## src/rtl/fp_add_pkg.sv

```systemverilog
// Shared definitions for the floating-point adder datapath: default operand
// widths and the normalizer state encoding.
package fp_add_pkg;

    localparam int MANT_W_DEF = 8;
    localparam int EXP_W_DEF  = 5;

    typedef enum logic [1:0] {
        IDLE  = 2'd0,
        SHIFT = 2'd1,
        DONE  = 2'd2
    } norm_state_t;

endpackage

```

## src/rtl/fp_normalize_shifter.sv

```systemverilog
// Sequential left-normalizer: one shift per cycle, result k+1 edges after accept.
// Accepts only in IDLE; holds the result in DONE until out_ready is sampled high.
module fp_normalize_shifter
    import fp_add_pkg::*;
#(
    parameter int MANT_W = MANT_W_DEF,
    parameter int EXP_W  = EXP_W_DEF
) (
    input  logic                      clk,
    input  logic                      rst_n,
    input  logic                      in_valid,
    output logic                      in_ready,
    input  logic [MANT_W-1:0]         mant_in,
    input  logic [EXP_W-1:0]          exp_in,
    output logic                      out_valid,
    input  logic                      out_ready,
    output logic [MANT_W-1:0]         mant_out,
    output logic [EXP_W-1:0]          exp_out,
    output logic [$clog2(MANT_W):0]   shiftamnt,
    output logic                      zero,
    output logic                      denorm
);

    localparam int SH_W = $clog2(MANT_W) + 1;

    norm_state_t       state, state_nxt;
    logic [MANT_W-1:0] mant_r, mant_nxt;
    logic [EXP_W-1:0]  exp_r,  exp_nxt;
    logic [SH_W-1:0]   cnt_r,  cnt_nxt;
    logic              zero_r, zero_nxt;
    logic              den_r,  den_nxt;

    always_ff @(posedge clk or negedge rst_n) begin
        if (!rst_n) state <= IDLE;
        else        state <= state_nxt;
    end

    // Working registers double as the output registers; they only move in
    // IDLE (load) and SHIFT, so DONE holds them stable under backpressure.
    always_comb begin
        state_nxt = state;
        mant_nxt  = mant_r;
        exp_nxt   = exp_r;
        cnt_nxt   = cnt_r;
        zero_nxt  = zero_r;
        den_nxt   = den_r;
        case (state)
            IDLE: begin
                if (in_valid) begin
                    mant_nxt  = mant_in;
                    exp_nxt   = exp_in;
                    cnt_nxt   = '0;
                    zero_nxt  = 1'b0;
                    den_nxt   = 1'b0;
                    state_nxt = SHIFT;
                end
            end
            SHIFT: begin
                if (mant_r == '0) begin
                    zero_nxt  = 1'b1;
                    exp_nxt   = '0;
                    cnt_nxt   = '0;
                    state_nxt = DONE;
                end else if (mant_r[MANT_W-1]) begin
                    state_nxt = DONE;
                end else if (exp_r == '0) begin
                    den_nxt   = 1'b1;
                    state_nxt = DONE;
                end else begin
                    mant_nxt = {mant_r[MANT_W-2:0], 1'b0};
                    exp_nxt  = exp_r - EXP_W'(1);
                    cnt_nxt  = cnt_r + SH_W'(1);
                end
            end
            DONE: begin
                if (out_ready) state_nxt = IDLE;
            end
            default: state_nxt = IDLE;
        endcase
    end

    always_ff @(posedge clk or negedge rst_n) begin
        if (!rst_n) begin
            mant_r <= '0;
            exp_r  <= '0;
            cnt_r  <= '0;
            zero_r <= 1'b0;
            den_r  <= 1'b0;
        end else begin
            mant_r <= mant_nxt;
            exp_r  <= exp_nxt;
            cnt_r  <= cnt_nxt;
            zero_r <= zero_nxt;
            den_r  <= den_nxt;
        end
    end

    assign in_ready  = (state == IDLE);
    assign out_valid = (state == DONE);
    assign mant_out  = mant_r;
    assign exp_out   = exp_r;
    assign shiftamnt = cnt_r;
    assign zero      = zero_r;
    assign denorm    = den_r;

endmodule

```

## config.mk

```make
export PLATFORM = sky130hd
export DESIGN_NAME = fp_normalize_shifter
export DESIGN_NICKNAME = d
export VERILOG_FILES = /design/src/rtl/fp_add_pkg.sv /design/src/rtl/fp_normalize_shifter.sv
export SDC_FILE = /design/constraint.sdc
export NUM_CORES = 1
export LEC_CHECK = 0
export BUFFER_PORTS_ARGS = -buffer_cell sky130_fd_sc_hd__buf_2
export CAP_MARGIN = 20
export CORE_MARGIN = 2
export CORE_UTILIZATION = 50
export CTS_CLUSTER_SIZE = 16
export DETAILED_ROUTE_END_ITERATION = 8
export GPL_ROUTABILITY_DRIVEN = 1
export PLACE_DENSITY_LB_ADDON = 0.12
export REMOVE_ABC_BUFFERS = 1
export SYNTH_ARGS = -nofsm -noshare
export SYNTH_HDL_FRONTEND = slang
export SYNTH_SLANG_ARGS = --single-unit
export TNS_END_PERCENT = 30
```

## constraint.sdc

```tcl
create_clock -name clk -period 2.5 [get_ports clk]
set_input_delay 0.5 -clock clk [delete_from_list [all_inputs] [get_ports clk]]
set_output_delay 0.5 -clock clk [all_outputs]
set_load 0.005 [all_outputs]
```

==> metrics.md <==
| Metric | Value |
|---|---|
| DR DRC count | `0` |
| Clock transition at the registers of the reported paths | `between 0.1 and 0.15 ns` |
| Fin. Hold Viols | `0` |
| Die Y | `around 53 µm` |
| DRT iter0 DRCs | `13` |
| Kind of cell adding the most delay to the critical path | `flip-flops` |
| Run status | `finished, final reports clean` |
| Die X | `~53 µm` |
| Synth top area share | `roughly 44%` |
| Total congestion overflow | `0` |
| Root Driver | `clkbuf_4` |
| Final Setup Violations | `0` |
| Seq/Total Area, Yosys | `44.1%` |
| ANT nets after route | `0` |
| Row count | `17` |
| PortBufs | `37` |
| Area contributors post-synth | `dfrtp_1, a22o_1, mux2_2` |
| Vias | `1000` |
| Power Total | `0.00165 W` |
| Register area | `526 µm²` |
| Synth Area per Inst | `roughly 11 µm²` |
| Synth cell count leaders | `dfrtp_1, nand2_1, a21oi_1, a22o_1, inv_1` |
| Top-count cell post-synth | `dfrtp_1` |
| Worst vdd ir | `0.712 mV` |
| CP max-delay cell | `dfrtp_1` |
| Critical path launch point type | `register` |
| Multi-input logic area | `617 µm²` |
| RePlAce Congestion | `0.716` |
| DR vias/cell | `approximately 5.6` |
| Highest clock rate | `519 MHz` |
| Area growth syn-to-layout | `19.9%` |
| Main synth FF type | `dfrtp_1` |
| DIE AREA | `around 2800 µm²` |
| Max-cap violations | `0` |
| Total negative slack | `0 ns` |
| Vias in the first global route | `912` |
| Synth cell types | `36` |
| CP endpoint kind | `register` |
| Fill cells | `~210` |
| TritonCTS Buffers | `3` |
| Post-synth EDFFs | `0` |
| Initial Util | `53.3%` |
| Rel. slew slack | `between 60% and 70%` |
| Core Area | `2230 µm²` |
| Skew final | `0.00497 ns` |
| Pins Over Slew Limit | `0` |
| Crit-path max FO | `8` |
| Clk sinks | `21` |
| WP data required | `roughly 2.7 ns` |
| Critical Path AT | `between 2 and 2.5 ns` |
| Hold_buf cts | `0` |
| P_leak | `0.666 nW` |
| Proportion of layout cells with a drive suffix above 1 | `between 30 and 40%` |
| Min-Delay Path Class | `primary input to asynchronous set/reset pin` |
| 1st-pass router iterations | `4` |
| Flops & latches, synth | `21` |
| Hold slack | `0.132 ns` |
| Post_cts resized | `0` |
| Crit path largest cell delay | `0.43 ns` |
| Synth area leader | `dfrtp_1` |
| Worst path buffer plus inverter count | `1` |
| First-pass GRT wire length | `4220 µm` |
| Initial antenna violation count | `0` |
| Worst-Skew Late Latency | `0.30 ns` |
| DP HPWL | `1860 µm` |
| Largest net degree at the start of global routing | `22` |
| Period Utilization, post-route | `~77%` |
| GRT Total Usage | `20.8%` |
| # Post-CTS Setup Buffers | `0` |
| Final Critical Period | `1.93 ns` |
| Nets | `171` |
| H-tree levels | `1` |
| CP Class | `register to register` |
| Worst slew pin tran | `a little under 0.5 ns` |
| PwrDens | `1150 nW/µm²` |
| Max clock buf depth | `2` |
| RSZ-0062 raised after global routing | `no` |
| Reg2reg setup slack | `0.57 ns` |
| Total wire length | `2500 µm` |
| Synth Warn # | `0` |
| WL/cell | `around 14 µm` |
| Ys async rst share | `100%` |
| Post-Syn Area | `1190 µm²` |
| IO Pins | `38` |
| Syn Inst Count | `approximately 110` |
| Worst-path cell chain | `inv_1, ha_1, nor4b_4, a21oi_2, o21ai_4, mux2_2` |
| Antenna fix cells | `0` |
| CTS tree | `yes` |
-- cells by family (layout without fill, tap and decap cells) --
group | count (synthesis) | in the layout | synth area share [%]
buffers and inverters | 11 | 50 | 4.10
multiplexers | 7 | 7 | 6.41
flip-flops | 21 | 21 | 44.1
adder cells (fa/ha/maj) | 2 | 2 | 2.10
AO/OA/AOI/OAI | 35 | 35 | 22.6
AND/OR/NAND/NOR | 36 | 36 | 20.7
-- layout make-up --
class                   count  share of cell area (%)
clock buffers               3                    1.58
flip-flops and latches     21                    36.8
inverters                   8                    2.10
well taps                  28                    2.45
repair buffers             38                    13.5
multi-input cells          80                    43.2
clock inverters             1                   0.351
-- power breakdown --
group	switching, W	leakage, nW	internal (W)
logic	0.000398	0.385	0.000397
registers	0.000208	0.264	0.000477
clock network	0.000107	0.0177	0.0000597
-- state kept, by name (all words and copies together) (netlist names) --
name       flops
mant_out       8
exp_out        5
shiftamnt      4
state          2
denorm         1
zero           1
-- cells in the final DEF (no fill, tap or decap), types with 2 or more instances in the layout --
cell / count
nor4_4: 2
mux2_2: 5
nand2b_1: 5
buf_2: 37
o21ai_1: 3
mux2i_1: 2
nor2_1: 4
ha_1: 2
o21ai_0: 2
a21oi_2: 4
clkbuf_4: 3
o2bb2ai_1: 2
nand2_1: 8
inv_1: 7
a21oi_1: 7
nor2b_1: 3
or4_1: 2
nor3_1: 5
dfrtp_1: 21
o22a_1: 3
a22o_1: 7
-- worst reg2reg max path, cell delays in order (launching register included) --
cell and delay (ns):
dfrtp_1 0.43, inv_1 0.07, ha_1 0.19, nor4b_4 0.39
a21oi_2 0.08, o21ai_4 0.28, mux2_2 0.38
-- routing by layer --
layer / up-vias / track usage [%] / wire [µm]
li1: 490 / - / -
met3: 2 / 3.43 / 129
met5: - / 0 / 0
met2: 33 / 32.1 / 1150
met4: 0 / 6.41 / 9
met1: 475 / 29.8 / 1210
-- stage by stage --
stage | instance area, µm² | worst slack, ns | instances | utilization [%]
after floorplan | 1170 | 0.740 | 109 | -
after global placement | 1400 | 0.655 | 175 | 62.7
after detailed placement | 1400 | 0.597 | 175 | 62.7
after CTS | 1430 | 0.580 | 179 | 63.9
after global routing | 1430 | 0.441 | 179 | 63.9
final | 1430 | 0.572 | 179 | 63.9
-- worst paths after layout --
check | start | endpoint | cells after the start
min in group clk | mant_in[0] | mant_out[0] | 2
hold / removal | rst_n | shiftamnt[0] | 1
setup reg to reg | exp_out[0] | mant_out[5] | 6
setup / recovery | exp_out[0] | mant_out[5] | 6
hold reg to reg | denorm | denorm | 2
max in group asynchronous | rst_n | zero | 1
No activity file was read; power rests on OpenSTA's default activity.
